===== src/rtl/trap_sequencer.sv =====
// rtl/trap_sequencer.sv - trap entry / MRET sequencer driving pipeline stall, flush and PC select
module trap_sequencer #(
  parameter int XLEN         = 32,
  parameter int DRAIN_CYCLES = 2
) (
  input  logic            clk,
  input  logic            rst,
  input  logic            irq_pending,
  input  logic            is_mret_E,
  input  logic            stall_haz,
  input  logic            br_taken,
  input  logic [XLEN-1:0] pc_D,
  output logic            stall_F,
  output logic            stall_D,
  output logic            flush_D,
  output logic            flush_E,
  output logic [1:0]      pc_sel,
  output logic            epc_wr,
  output logic [XLEN-1:0] epc_val,
  output logic            mret_ack,
  output logic            busy
);

  typedef enum logic [1:0] {
    IDLE  = 2'd0,
    DRAIN = 2'd1,
    TAKE  = 2'd2,
    RET   = 2'd3
  } state_t;

  localparam logic [3:0] CNT_INIT = 4'(DRAIN_CYCLES - 1);

  localparam logic [1:0] PC_SEQ   = 2'b00;
  localparam logic [1:0] PC_TRAP  = 2'b01;
  localparam logic [1:0] PC_MEPC  = 2'b10;

  state_t     state, state_nxt;
  logic [3:0] cnt, cnt_nxt;

  // State and drain counter registers; reset always returns to IDLE with an empty counter
  always_ff @(posedge clk) begin
    if (rst) begin
      state <= IDLE;
      cnt   <= 4'd0;
    end else begin
      state <= state_nxt;
      cnt   <= cnt_nxt;
    end
  end

  // Next-state logic: MRET wins over interrupts, taken branches defer trap entry by a cycle
  always_comb begin
    state_nxt = state;
    cnt_nxt   = cnt;
    case (state)
      IDLE: begin
        if (is_mret_E) begin
          state_nxt = RET;
        end else if (irq_pending && !br_taken) begin
          state_nxt = DRAIN;
          cnt_nxt   = CNT_INIT;
        end
      end
      DRAIN: begin
        cnt_nxt = (cnt == 4'd0) ? 4'd0 : cnt - 4'd1;
        if (!irq_pending) begin
          state_nxt = IDLE;
        end else if (cnt == 4'd0 && !stall_haz) begin
          state_nxt = TAKE;
        end
      end
      TAKE:    state_nxt = IDLE;
      RET:     state_nxt = IDLE;
      default: state_nxt = IDLE;
    endcase
  end

  // Output decode from current state and inputs; everything is forced low while in reset
  always_comb begin
    stall_F  = 1'b0;
    stall_D  = 1'b0;
    flush_D  = 1'b0;
    flush_E  = 1'b0;
    pc_sel   = PC_SEQ;
    epc_wr   = 1'b0;
    epc_val  = '0;
    mret_ack = 1'b0;
    busy     = 1'b0;
    if (!rst) begin
      busy = (state != IDLE);
      case (state)
        IDLE: begin
          stall_F = stall_haz;
          stall_D = stall_haz;
          flush_E = stall_haz;
          flush_D = br_taken;
        end
        DRAIN: begin
          stall_F = 1'b1;
          stall_D = 1'b1;
          flush_E = 1'b1;
          flush_D = br_taken;
        end
        TAKE: begin
          pc_sel  = PC_TRAP;
          epc_wr  = 1'b1;
          epc_val = pc_D;
          flush_D = 1'b1;
          flush_E = 1'b1;
        end
        RET: begin
          pc_sel   = PC_MEPC;
          mret_ack = 1'b1;
          flush_D  = 1'b1;
          flush_E  = 1'b1;
        end
        default: ;
      endcase
    end
  end

endmodule


===== config.mk =====
export PLATFORM = sky130hd
export DESIGN_NAME = trap_sequencer
export DESIGN_NICKNAME = d
export VERILOG_FILES = /design/src/rtl/trap_sequencer.sv
export SDC_FILE = /design/constraint.sdc
export NUM_CORES = 1
export LEC_CHECK = 0
export BUFFER_PORTS_ARGS = -buffer_cell sky130_fd_sc_hd__buf_2
export CAP_MARGIN = 10
export CORE_ASPECT_RATIO = 0.75
export CORE_MARGIN = 5
export CORE_UTILIZATION = 28
export CTS_CLUSTER_DIAMETER = 80
export DETAILED_ROUTE_END_ITERATION = 16
export PLACE_DENSITY = 0.71
export SLEW_MARGIN = 20
export SYNTH_ARGS = -nofsm -noshare
export SYNTH_HDL_FRONTEND = slang
export SYNTH_SLANG_ARGS = --single-unit
export TNS_END_PERCENT = 5

===== constraint.sdc =====
create_clock -name clk -period 2 [get_ports clk]
set_clock_uncertainty 0.15 [all_clocks]
set_input_delay 0.1 -clock clk [delete_from_list [all_inputs] [get_ports clk]]
set_output_delay 0.1 -clock clk [all_outputs]
set_load 0.01 [all_outputs]

==> flow_summary.yaml <==
pwr:
  p_sw_uw: 148
  comb_power_share: 0.404
  share_clk_of_total_power: 0.260
  power.leakage_nw: 0.619
  internal_power_uw: 285
  switching_share: 0.342
  power.sequential.fraction: 0.337
  vdd_drop_max_mv: 0.390
  power-per-cell-area_nw_per_um2: 415
setup_path:
  cp_data_arrival_time_ns: 1.69
  critPathSlowestCell: "or3b_1"
  cp.required_ns: 2.03
  criticalPathCategory: "reg2reg"
  timing.critical_path.fanout_max: 6
  critical_path.endpoint_type: "flop"
  max_stage_delay_ns: 0.43
  critical_path.n_buffers_inverters: 1
  crit_path_start_kind: "flop"
  timing.critical_path.cells: "inv_1 -> ha_1 -> or3b_1 -> o32a_1 -> nor3_2"
  critical-path-top-delay-family: "simple AND/OR/NAND/NOR gates"
yosys:
  yosys_register_bits: 6
  yosys-top-cells-area: "and2_1 32%, dfxtp_1 19%, nor2_1 6.0%"
  yosysTopAreaCell: "and2_1"
  yosys.area.top_type_share: 0.318
  yosys_warnings: 0
  netlist_top_cells_count: "32 x and2_1, 10 x nor2_1, 6 x dfxtp_1, 6 x inv_1, 4 x buf_2"
  post_synth_instance_area_um2: 629
  synthesis.area_per_instance_um2: 6.84
  synthMostInstantiatedCell: "and2_1"
  syn_inst: 92
  synth.yosys.seq_area_share: 0.191
  netlist-cell-type-count: 27
  synthFlopType: "dfxtp_1"
  synth_edf_count: 0
  synth.net_count: 132
  postSynth.asyncResetShare: 0
global_routing:
  grt_pass1_wl_mm: 3.66
  pin_count_of_the_biggest_net_entering_global_routing: 35
  grt.total_usage: 0.137
  grt.overflow.total: 0
  number_of_antenna_violations_at_the_first_check_in_global_routing: 0
  first_global_vias: 781
die:
  chipHeight_um: 51.1
  initial_core_util: 0.304
  die-width_um: 64.7
  top_level_ports: 79
  rows: 14
  core_um2: 2070
  die_area_um2: 3310
final_layout:
  antenna_cells: 0
  area_delta_synth_final_pct: 65.4
  finish.net_count: 208
  drive_above_1_share: 0.512
  finalInstanceArea_um2: 1040
sta:
  fmax_ghz: 0.601
  finalSetupViolCount: 0
  timing.final.crit_period_ns: 1.66
  timing.final.crit_share: 0.832
  tightestPinTransition_ns: 0.427
  fin_tns_setup_ns: 0
  setup_repair_after_global_routing_missed_its_margin: "no"
  report.final.hold_viol_count: 0
  slew_headroom: 0.714
  final_critical_path_setup_slack_ns: 0.335
  slew_violations: 0
detailed_routing:
  routed_wire_length_per_instance_um: 12.6
  wl_met3_um: 204
  vias_per_cell: 4.54
  wl_met1_um: 917
  met2_wirelength_mm: 1.27
  route.detailed.drc: 0
  antenna_left: 0
  dr.first_iter.drc_count: 38
  drt-pass1-iter-count: 4
  wl_mm: 2.39
  vias: 863
  topRoutingLayerUsed: "met3"
clocking:
  cts_post_setup_buffers_inserted: 0
  cts_inserted_buffers: 3
  clock_tree.htree_level_count: 1
  cts-root-to-sink-buffers: 2
  insertion_delay_ns: 0.24
  cts-root-buf: "clkbuf_4"
  cts_tree: "built"
  post_cts_hold_buffer_count: 0
  cts_num_sinks: 6
  cts.clk_slew.worst_paths_ns: 0.04
  post_cts.resized_instances: 0
place:
  numPortBuffers: 78
  placement.cell_area_um2: 1020
  finalWeightedCongestion: 0.755
  pre_cts_ws_ns: 0.345
  place.detailed.hpwl_mm: 2.08
flow_run:
  cap_violations: 0
outcome:
  run_status: "finished clean"
hold_path:
  worstHoldPathType: "in2reg"
## final cells by class
cell class	instances	area [µm²]
Fill cell	210	1030
Multi-Input combinational cell	71	440
Timing Repair Buffer	80	405
Sequential cell	6	120
Tap cell	24	30.0
Clock buffer	3	22.5
Inverter	6	22.5
## worst paths after layout
kind / slack, ns / depth (start not counted) / start / to
setup reg to reg: 0.34 / 5 / cnt[0] / state[1]
hold / removal: 0.002 / 2 / rst / state[1]
hold reg to reg: 0.36 / 2 / cnt[3] / cnt[3]
setup / recovery: 0.34 / 5 / cnt[0] / state[1]
## registers in the layout, indices dropped and copies added, names as in the netlist
register  flops
cnt           4
state         2
## metal layers
layer	GRT usage	up-vias
li1	-	446
met1	0.155	374
met2	0.258	43
met3	0.0373	0
met4	0.0316	0
met5	0	-
## placed cells by master (no fill, tap or decap), drive strengths merged
| cell type | count |
|---|---|
| nand4 | 1 |
| a2111oi | 1 |
| nand2 | 3 |
| and2 | 32 |
| nor3 | 4 |
| nand2b | 1 |
| ha | 2 |
| inv | 6 |
| o21ai | 3 |
| nor3b | 2 |
| nand3 | 1 |
| clkbuf | 3 |
| o32a | 1 |
| o22ai | 1 |
| a31oi | 1 |
| dfxtp | 6 |
| o211ai | 2 |
| o31a | 2 |
| buf | 80 |
| nor4 | 1 |
| nor2 | 10 |
| or3b | 1 |
| nor2b | 1 |
| nand3b | 1 |
## kinds of logic (layout without fill, tap and decap cells)
group,after synthesis,after routing,synth area share
fa+ha+maj,2,2,0.0398
flops,6,6,0.191
compound gates,11,11,0.127
simple gates,58,58,0.533
buf+inv,15,89,0.109
## per-stage QoR
step	std cells	hold WS, ns	power [mW]	util
final	190	0.00199	0.432	0.504
after global routing	190	0.0144	0.466	0.504
after CTS	190	0.00194	0.434	0.504
after detailed placement	187	0.256	0.321	0.493
after global placement	187	0.252	0.318	0.493
after floorplan	92	0.130	0.251	-
## worst reg2reg max path, cell delays in order, from the launching register on
cell,delay (ns)
dfxtp_1,0.34
inv_1,0.09
ha_1,0.14
or3b_1,0.43
o32a_1,0.37
nor3_2,0.09
## power groups by stage
stage / logic (mW) / clock network, mW / registers (mW)
after floorplan: 0.112 / 0 / 0.139
after global placement: 0.171 / 0 / 0.146
after detailed placement: 0.174 / 0 / 0.147
after CTS: 0.176 / 0.114 / 0.145
after global routing: 0.195 / 0.123 / 0.148
final: 0.175 / 0.112 / 0.146
Power figures use the tool's default switching activity.
